$ cat src/rtl/coco_ram_arbiter.sv
// coco_ram_arbiter
//   Shares one single-port 64K RAM between VDG video fetch, the 6809 CPU and
//   the ioctl download path. A fixed IDLE -> ACCESS -> CAPTURE sequencer
//   performs one access at a time, so the RAM can map to one-port BRAM/SRAM.
//
//   Optional build macro: COCO_ARB_STATS_EN adds 16-bit per-requester grant
//   counters (stat_vdg, stat_cpu, stat_dl). Without it the ports and counters
//   are absent and the arbiter behaves identically.
//
//   Handshake: each requester raises a level req with stable operands and
//   keeps them until its ack, a single-cycle pulse. A req still high at the
//   edge that ends the ack cycle counts as a fresh request. Dropping req after
//   the grant does not cancel the access; the ack still pulses.
//
//   Priority VDG > CPU > DL, except that a CPU which has lost STARVE_LIMIT
//   consecutive arbitrations wins over the VDG once.
//
//   dbg_state encoding: 0 = IDLE, 1 = ACCESS, 2 = CAPTURE.
module coco_ram_arbiter #(
  parameter int ADDR_W       = 16,
  parameter int DATA_W       = 8,
  parameter int STARVE_LIMIT = 8
) (
  input  logic              clk,
  input  logic              reset,
  // video fetch (read only)
  input  logic              vdg_req,
  input  logic [ADDR_W-1:0] vdg_addr,
  output logic              vdg_ack,
  output logic [DATA_W-1:0] vdg_rdata,
  // CPU
  input  logic              cpu_req,
  input  logic              cpu_we,
  input  logic [ADDR_W-1:0] cpu_addr,
  input  logic [DATA_W-1:0] cpu_wdata,
  output logic              cpu_ack,
  output logic [DATA_W-1:0] cpu_rdata,
  // download (write only)
  input  logic              dl_req,
  input  logic [ADDR_W-1:0] dl_addr,
  input  logic [DATA_W-1:0] dl_wdata,
  output logic              dl_ack,
  // RAM port
  output logic              mem_en,
  output logic              mem_we,
  output logic [ADDR_W-1:0] mem_addr,
  output logic [DATA_W-1:0] mem_wdata,
  input  logic [DATA_W-1:0] mem_q,
  // sequencer state for observation
  output logic [1:0]        dbg_state
`ifdef COCO_ARB_STATS_EN
  ,
  output logic [15:0]       stat_vdg,
  output logic [15:0]       stat_cpu,
  output logic [15:0]       stat_dl
`endif
);

  typedef enum logic [1:0] {
    ST_IDLE    = 2'd0,
    ST_ACCESS  = 2'd1,
    ST_CAPTURE = 2'd2
  } state_t;

  typedef enum logic [1:0] {
    WIN_VDG  = 2'd0,
    WIN_CPU  = 2'd1,
    WIN_DL   = 2'd2,
    WIN_NONE = 2'd3
  } win_t;

  state_t              state_q,     state_d;
  win_t                win_q,       win_d;
  win_t                pick;
  logic                wr_q,        wr_d;
  logic [7:0]          starve_q,    starve_d;
  logic                starve_hit;
  logic                mem_en_q,    mem_en_d;
  logic                mem_we_q,    mem_we_d;
  logic [ADDR_W-1:0]   mem_addr_q,  mem_addr_d;
  logic [DATA_W-1:0]   mem_wdata_q, mem_wdata_d;
  logic                vdg_ack_q,   vdg_ack_d;
  logic                cpu_ack_q,   cpu_ack_d;
  logic                dl_ack_q,    dl_ack_d;
  logic [DATA_W-1:0]   vdg_rdata_q, vdg_rdata_d;
  logic [DATA_W-1:0]   cpu_rdata_q, cpu_rdata_d;
`ifdef COCO_ARB_STATS_EN
  logic [15:0]         stat_vdg_q,  stat_vdg_d;
  logic [15:0]         stat_cpu_q,  stat_cpu_d;
  logic [15:0]         stat_dl_q,   stat_dl_d;
`endif

  // CPU has waited long enough to outrank the video fetch
  assign starve_hit = (32'(starve_q) >= 32'(STARVE_LIMIT));

  // Next-state logic: arbitration in IDLE, RAM strobe drop in ACCESS,
  // data capture and ack in CAPTURE.
  always_comb begin
    state_d     = state_q;
    win_d       = win_q;
    wr_d        = wr_q;
    starve_d    = starve_q;
    pick        = WIN_NONE;
    mem_en_d    = 1'b0;
    mem_we_d    = 1'b0;
    mem_addr_d  = mem_addr_q;
    mem_wdata_d = mem_wdata_q;
    vdg_ack_d   = 1'b0;
    cpu_ack_d   = 1'b0;
    dl_ack_d    = 1'b0;
    vdg_rdata_d = vdg_rdata_q;
    cpu_rdata_d = cpu_rdata_q;
`ifdef COCO_ARB_STATS_EN
    stat_vdg_d  = stat_vdg_q;
    stat_cpu_d  = stat_cpu_q;
    stat_dl_d   = stat_dl_q;
`endif

    case (state_q)
      ST_IDLE: begin
        if (cpu_req && starve_hit) begin
          pick = WIN_CPU;
        end else if (vdg_req) begin
          pick = WIN_VDG;
        end else if (cpu_req) begin
          pick = WIN_CPU;
        end else if (dl_req) begin
          pick = WIN_DL;
        end

        // count consecutive CPU losses; any grant or idle CPU clears it
        if (cpu_req && (pick != WIN_CPU)) begin
          starve_d = (starve_q == 8'hFF) ? starve_q : starve_q + 8'd1;
        end else begin
          starve_d = 8'd0;
        end

        case (pick)
          WIN_VDG: begin
            mem_addr_d = vdg_addr;
            wr_d       = 1'b0;
          end
          WIN_CPU: begin
            mem_addr_d  = cpu_addr;
            mem_wdata_d = cpu_wdata;
            wr_d        = cpu_we;
          end
          WIN_DL: begin
            mem_addr_d  = dl_addr;
            mem_wdata_d = dl_wdata;
            wr_d        = 1'b1;
          end
          default: ;
        endcase

        if (pick != WIN_NONE) begin
          state_d  = ST_ACCESS;
          win_d    = pick;
          mem_en_d = 1'b1;
          mem_we_d = wr_d;
`ifdef COCO_ARB_STATS_EN
          case (pick)
            WIN_VDG: stat_vdg_d = stat_vdg_q + 16'd1;
            WIN_CPU: stat_cpu_d = stat_cpu_q + 16'd1;
            WIN_DL:  stat_dl_d  = stat_dl_q + 16'd1;
            default: ;
          endcase
`endif
        end
      end

      ST_ACCESS: begin
        // RAM latches the strobes at the end of this cycle; drop them after
        state_d = ST_CAPTURE;
      end

      ST_CAPTURE: begin
        // mem_q now carries the read data for the access in flight
        state_d = ST_IDLE;
        case (win_q)
          WIN_VDG: begin
            vdg_rdata_d = mem_q;
            vdg_ack_d   = 1'b1;
          end
          WIN_CPU: begin
            if (!wr_q) begin
              cpu_rdata_d = mem_q;
            end
            cpu_ack_d = 1'b1;
          end
          WIN_DL: begin
            dl_ack_d = 1'b1;
          end
          default: ;
        endcase
      end

      default: begin
        state_d = ST_IDLE;
      end
    endcase
  end

  // State and registered outputs; synchronous active-low reset abandons
  // any access in flight without an ack.
  always_ff @(posedge clk) begin
    if (!reset) begin
      state_q     <= ST_IDLE;
      win_q       <= WIN_NONE;
      wr_q        <= 1'b0;
      starve_q    <= 8'd0;
      mem_en_q    <= 1'b0;
      mem_we_q    <= 1'b0;
      mem_addr_q  <= '0;
      mem_wdata_q <= '0;
      vdg_ack_q   <= 1'b0;
      cpu_ack_q   <= 1'b0;
      dl_ack_q    <= 1'b0;
      vdg_rdata_q <= '0;
      cpu_rdata_q <= '0;
`ifdef COCO_ARB_STATS_EN
      stat_vdg_q  <= 16'd0;
      stat_cpu_q  <= 16'd0;
      stat_dl_q   <= 16'd0;
`endif
    end else begin
      state_q     <= state_d;
      win_q       <= win_d;
      wr_q        <= wr_d;
      starve_q    <= starve_d;
      mem_en_q    <= mem_en_d;
      mem_we_q    <= mem_we_d;
      mem_addr_q  <= mem_addr_d;
      mem_wdata_q <= mem_wdata_d;
      vdg_ack_q   <= vdg_ack_d;
      cpu_ack_q   <= cpu_ack_d;
      dl_ack_q    <= dl_ack_d;
      vdg_rdata_q <= vdg_rdata_d;
      cpu_rdata_q <= cpu_rdata_d;
`ifdef COCO_ARB_STATS_EN
      stat_vdg_q  <= stat_vdg_d;
      stat_cpu_q  <= stat_cpu_d;
      stat_dl_q   <= stat_dl_d;
`endif
    end
  end

  assign vdg_ack   = vdg_ack_q;
  assign cpu_ack   = cpu_ack_q;
  assign dl_ack    = dl_ack_q;
  assign vdg_rdata = vdg_rdata_q;
  assign cpu_rdata = cpu_rdata_q;
  assign mem_en    = mem_en_q;
  assign mem_we    = mem_we_q;
  assign mem_addr  = mem_addr_q;
  assign mem_wdata = mem_wdata_q;
  assign dbg_state = state_q;
`ifdef COCO_ARB_STATS_EN
  assign stat_vdg  = stat_vdg_q;
  assign stat_cpu  = stat_cpu_q;
  assign stat_dl   = stat_dl_q;
`endif

endmodule

$ cat config.mk
export PLATFORM = sky130hd
export DESIGN_NAME = coco_ram_arbiter
export DESIGN_NICKNAME = d
export VERILOG_FILES = /design/src/rtl/coco_ram_arbiter.sv
export SDC_FILE = /design/constraint.sdc
export NUM_CORES = 1
export LEC_CHECK = 0
export ABC_CLOCK_PERIOD_IN_PS = 4200
export BUFFER_PORTS_ARGS = -buffer_cell sky130_fd_sc_hd__buf_4
export CAP_MARGIN = 20
export CORE_UTILIZATION = 46
export DETAILED_ROUTE_END_ITERATION = 8
export GPL_TIMING_DRIVEN = 0
export PLACE_DENSITY = 0.87
export SYNTH_ARGS = -nofsm -noshare
export SYNTH_HDL_FRONTEND = slang
export SYNTH_SLANG_ARGS = --single-unit
$ cat constraint.sdc
create_clock -name clk -period 4.2 [get_ports clk]
set_clock_uncertainty 0.1 [all_clocks]
set_input_delay 1.05 -clock clk [delete_from_list [all_inputs] [get_ports clk]]
set_output_delay 1.05 -clock clk [all_outputs]
set_load 0.03 [all_outputs]
# Word level (Yosys, flattened, before mapping)
# Cells that the tools add are included.
classes:
  n_addsub: 1
  mul: 0
  n_div: 0
  magnitude_cmp: 1
  n_eq_ne: 11
  shifts: 0
  n_mux: 16
  bitwise_logic: 1
  reduce_logical: 16
op_table:
  columns: ["op", "count"]
  rows:
  - ["$pmux 16 s3", 1]
  - ["$mux 8", 2]
  - ["$pmux 8 s2", 1]
  - ["$reduce_and 2->1", 7]
  - ["$mux 2", 5]
  - ["$add 8x1->8 const B", 1]
  - ["$eq 8x8->1 const B", 1]
  - ["$ge 8x4->1 const B", 1]
  - ["$eq 2x1->1 const B", 3]
  - ["$eq 2x2->1 const B", 3]
  - ["$logic_not 2->1", 3]
  - ["$ne 2x2->1 const B", 3]
  - ["$reduce_and 3->1", 2]
  - ["$mux 1", 5]
  - ["$pmux 2 s2", 1]
  - ["$pmux 1 s3", 1]
  - ["$reduce_bool 3->1", 1]
  - ["$logic_and 1x1->1", 2]
  - ["$ne 2x1->1 const B", 1]
  - ["$reduce_bool 2->1", 1]
  - ["$not 1->1", 1]
word_totals:
  reg_bits: 58
  latch_bits: 0
  ramBits: 0
  mem_bits_ro: 0
  inputBits: 78
  out_inout_bits: 47
  word_cells: 59
  n_memories: 0

# Logic depth before layout (Yosys ltp)
logic_depth:
  word_depth: 9
  mapped_depth: 10
  mapped_depth_nobuf: 8

# Worst setup path before layout
# OpenSTA, ideal clock, no wires.
synth_timing:
  kind: "in2reg"
  start: "input port vdg_req"
  end: "register starve_q[1]"
  setup_time_ns: 0.121
  t_arrival_ns: 3.036
  required_time_ns: 3.979
  slack_ns: 0.943
  cell_stages: 10
  n_path_buf: 2
  path_cell_list: "or4b_1 > o32ai_2 > inv_1 > ha_1 > buf_4 > nand4b_4 > o31ai_2 > buf_4 > mux2i_1 > nor2_1"
synth_via:
  elab_chain_len: 7
  word_cells_on_any_way: 8
  classes_between: "2 x eq/ne; 4 x mux; 2 x reduce/logical"
synth_lines:
  columns: ["element", "line_no", "source"]
  rows:
  - ["start: declaration", "27", "input logic vdg_req,"]
  - ["$mux 2 *", "123", "end else if (vdg_req) begin"]
  - ["$mux 2 *", "121", "if (cpu_req && starve_hit) begin"]
  - ["$mux 2 *", "119", "case (state_q)"]
  - ["$ne 2x1->1 *", "132", "if (cpu_req && (pick != WIN_CPU)) begin"]
  - ["$logic_and 1x1->1 *", "132", null]
  - ["$ne 2x2->1 (no source line)", null, null]
  - ["$reduce_and 2->1 (no source line)", null, null]
  - ["end signal: assignment", "230", "starve_q <= starve_d;"]
  - ["end: declaration", "76", "logic [7:0] starve_q, starve_d;"]
# Mark *: on every way between the ends. The rest lies on a longest branch, timed or not. The select of a mux whose other input is x is not followed.
# A chain may end at the register's enable or synchronous reset.

# Worst setup path in the final report
# Ends and elaborated chain as after synthesis.

==> results.md <==
- Outcome: complete, no violations
- Worst hold path startpoint: mem_addr[13]
- Core footprint: 5510 um2
- Worst VDD drop: 0.189 mV
- Max FO, Critical Path: 10
- Yosys warning count: 0
- GRT Resource Usage Total: 24.6%
- # Max-Cap Violations: 0
- Worst-Skew Late Latency: 0.33 ns
- Max Buffers Root-to-Sink: 2
- Ports: 125
- Bufs and invs on worst path: 4
- Hold bufs inserted after CTS: 0
- CP required: 4.31 ns
- Most frequent cell on the critical path: buf_4
- Largest family of logic cells by synthesized area: simple AND/OR/NAND/NOR gates
- Wire per inst: 13.9 um
- Slew Limit Fails: 0
- Top post-synthesis cells by area: dfxtp_1 44%, nand2_1 10%, mux2i_1 6.5%
- Synthesis-stage register bit count: 58
- Critical Path End Type: register
- Share of post-route cells with drive strength above 1: 35.0%
- Met2 GRT Util: 43.6%
- Antenna diodes: 0
- Ys flop type: dfxtp_1
- Drt pass-1 iters: 4
- Simple logic cell fraction of the synthesized area: 22.1%
- Clk slew on worst S/H paths: 0.07 ns
- Synth Area per Inst: 8.33 um2
- Final hold vios: 0
- Initial Util: 47.5%
- Clk root buf: clkbuf_8
- Antenna violations before repair: 0
- TritonCTS buffer count: 9
- Total grt overflow: 0
- Sequential share of the synthesized area: 44.4%
- Die area: 5990 um2
- Nets: 532
- DRC: 0
- GP Congestion: 0.910
- Synth Cell Area: 2620 um2
- Initial drt markers: 198
- Total power: 0.00138 W
- CP arrival: 3.39 ns
- CP Cell Sequence: buf_4, or4b_1, o32ai_2, inv_1, ha_1, buf_4, nand4b_4, o31ai_2, buf_4, mux2i_1, nor2_1
- Cell Rows: 27
- H-tree levels: 3
- Post-synthesis mux area share: 6.50%
- Syn-to-layout area delta: 45.6%
- Chip Width: 77.4 um
- Chip Height: 77.4 um
- Reg2reg setup slack: 1.28 ns
- Number of enable flip-flop cells after synthesis: 0
- Met3 GRT Util: 7.76%
- Min cycle time layout: 3.28 ns
- Ys async rst share: 0%
- Resized cells post-CTS: 0
- Startpoint Class: input pin
- CP max stage cell: or4b_1
- Vias in the first global route: 2656
- Final setup fails: 0
- Launch point of the worst reg-to-reg path: starve_q[4]
- F_max: 305 MHz
- Static leakage: 1.69 nW
- Top Family by Delay on Critical Path: simple AND/OR/NAND/NOR gates
- Pwr Density: 362 nW/um2
- Final ANT Viol Nets: 0
- Share of the synthesized area in the top cell type: 44.4%
- Synth Area in Compound Gates: 18.9%
- Distinct cells, synth: 39
- Met1 Use GR: 27.5%
- DRT Wirelength: 7330 um
- Setup TNS: 0 ns
- DP HPWL: 5650 um
- Kind of critical path: input pin to register
- # clock sinks: 58
- Adder-cell share of the synthesized area: 2.39%
- Cells after Synth: 314
- Area leader, netlist: dfxtp_1
- Largest net degree at the start of global routing: 11
- Vias post-DR: 2747
- Period utilization: 78.0%
- Critical Path Start: vdg_req
- Vias per cell: 5.22
- Setup Fix Bufs, Post-CTS: 0
- Worst Hold Class: register to register
- RSZ-0062 raised after global routing: no
- TritonCTS clock tree: yes
- Xor/xnor cell area share of the yosys netlist: 0.670%
- Net Count, Synth: 397
- Max incr delay on CP: 0.44 ns
- I/O Buffers: 124
- GR peak layer: met2
- Relative slew margins: 64.6%
- Worst-Margin Slew: 0.528 ns
- First-pass GRT wire length: 11600 um
-- cell usage in the layout (no fill, tap or decap), types with 9 or more instances in the layout --
cell / synthesis / final
nor2_1: 24 / 24
mux2i_1: 17 / 17
a21oi_1: 30 / 30
clkbuf_8: 0 / 10
buf_4: 4 / 128
a22oi_1: 16 / 16
a211oi_1: 9 / 9
o21ai_0: 18 / 18
nand2_1: 70 / 70
clkbuf_1: 12 / 13
dfxtp_1: 58 / 58
-- cell usage after synthesis, types with 2 or more instances --
master / n
a211oi_1: 9
a21oi_1: 30
a22oi_1: 16
and3_1: 2
buf_2: 6
buf_4: 4
clkbuf_1: 12
dfxtp_1: 58
ha_1: 5
inv_1: 7
mux2i_1: 17
nand2_1: 70
nand3_1: 3
nor2_1: 24
nor3_2: 3
o211ai_1: 2
o21ai_0: 18
o21ai_1: 3
or3_1: 5
-- kinds of logic after synthesis --
group                      after synthesis
and+or+nand+nor                        122
AOI/OAI and AO/OA                       81
DFF                                     58
buffers and inverters                   29
muxes                                   17
adders and majority gates                5
xor gates and xnor gates                 2
-- area by class of cell --
| class | instances | area [um2] |
|---|---|---|
| Timing Repair Buffer | 124 | 931 |
| Multi-Input combinational cell | 227 | 1320 |
| Inverter | 7 | 26.3 |
| Buffer | 22 | 105 |
| Fill cell | 436 | 1700 |
| Clock inverter | 5 | 30.0 |
| Sequential cell | 58 | 1160 |
| Tap cell | 72 | 90.1 |
| Clock buffer | 11 | 141 |
-- worst reg2reg max path, delay by kind of cell, from the launching register on --
kind,cells,cell delay (ns)
and+or+nand+nor,3,0.77
AOI/OAI and AO/OA,2,0.62
buffers and inverters,3,0.52
DFF,1,0.35
adders and majority gates,1,0.22
muxes,1,0.20
-- per-layer routing --
metal	part of all wire (%)	up-vias
li1	-	1362
met1	41	1260
met2	51	113
met3	6.3	12
met4	1.4	0
met5	0	-
-- final timing paths --
path                  endpoint  cells after the start
setup / recovery   starve_q[1]                     11
hold / removal    mem_addr[13]                      2
setup reg to reg   starve_q[1]                     10
hold reg to reg   mem_addr[13]                      2
-- power by group --
group          total (W)  leakage (nW)  internal (W)  switching (W)
Clock           0.000443        0.0851      0.000227       0.000216
Combinational   0.000327          1.14      0.000141       0.000187
Sequential      0.000607         0.473      0.000585      0.0000219
Total            0.00138          1.69      0.000952       0.000425
-- per-stage QoR --
stage	utilization (%)	hold WS (ns)	std cells	setup WS, ns	area, um2
2_1_floorplan	-	0.358	314	0.943	2620
3_3_place_gp	66.1	0.343	510	0.676	3640
3_5_place_dp	66.1	0.347	510	0.569	3640
4_1_cts	69.2	0.355	526	0.927	3810
5_1_grt	69.2	0.374	526	0.821	3810
6_report	69.2	0.355	526	0.924	3810
-- registers in the layout (all words and copies together) (netlist names), 2 cells and up --
register / flops
dbg_state: 2
vdg_rdata: 8
starve_q: 8
cpu_rdata: 8
mem_addr: 16
mem_wdata: 8
win_q: 2
Note: power is estimated with default switching activity, not from simulation.
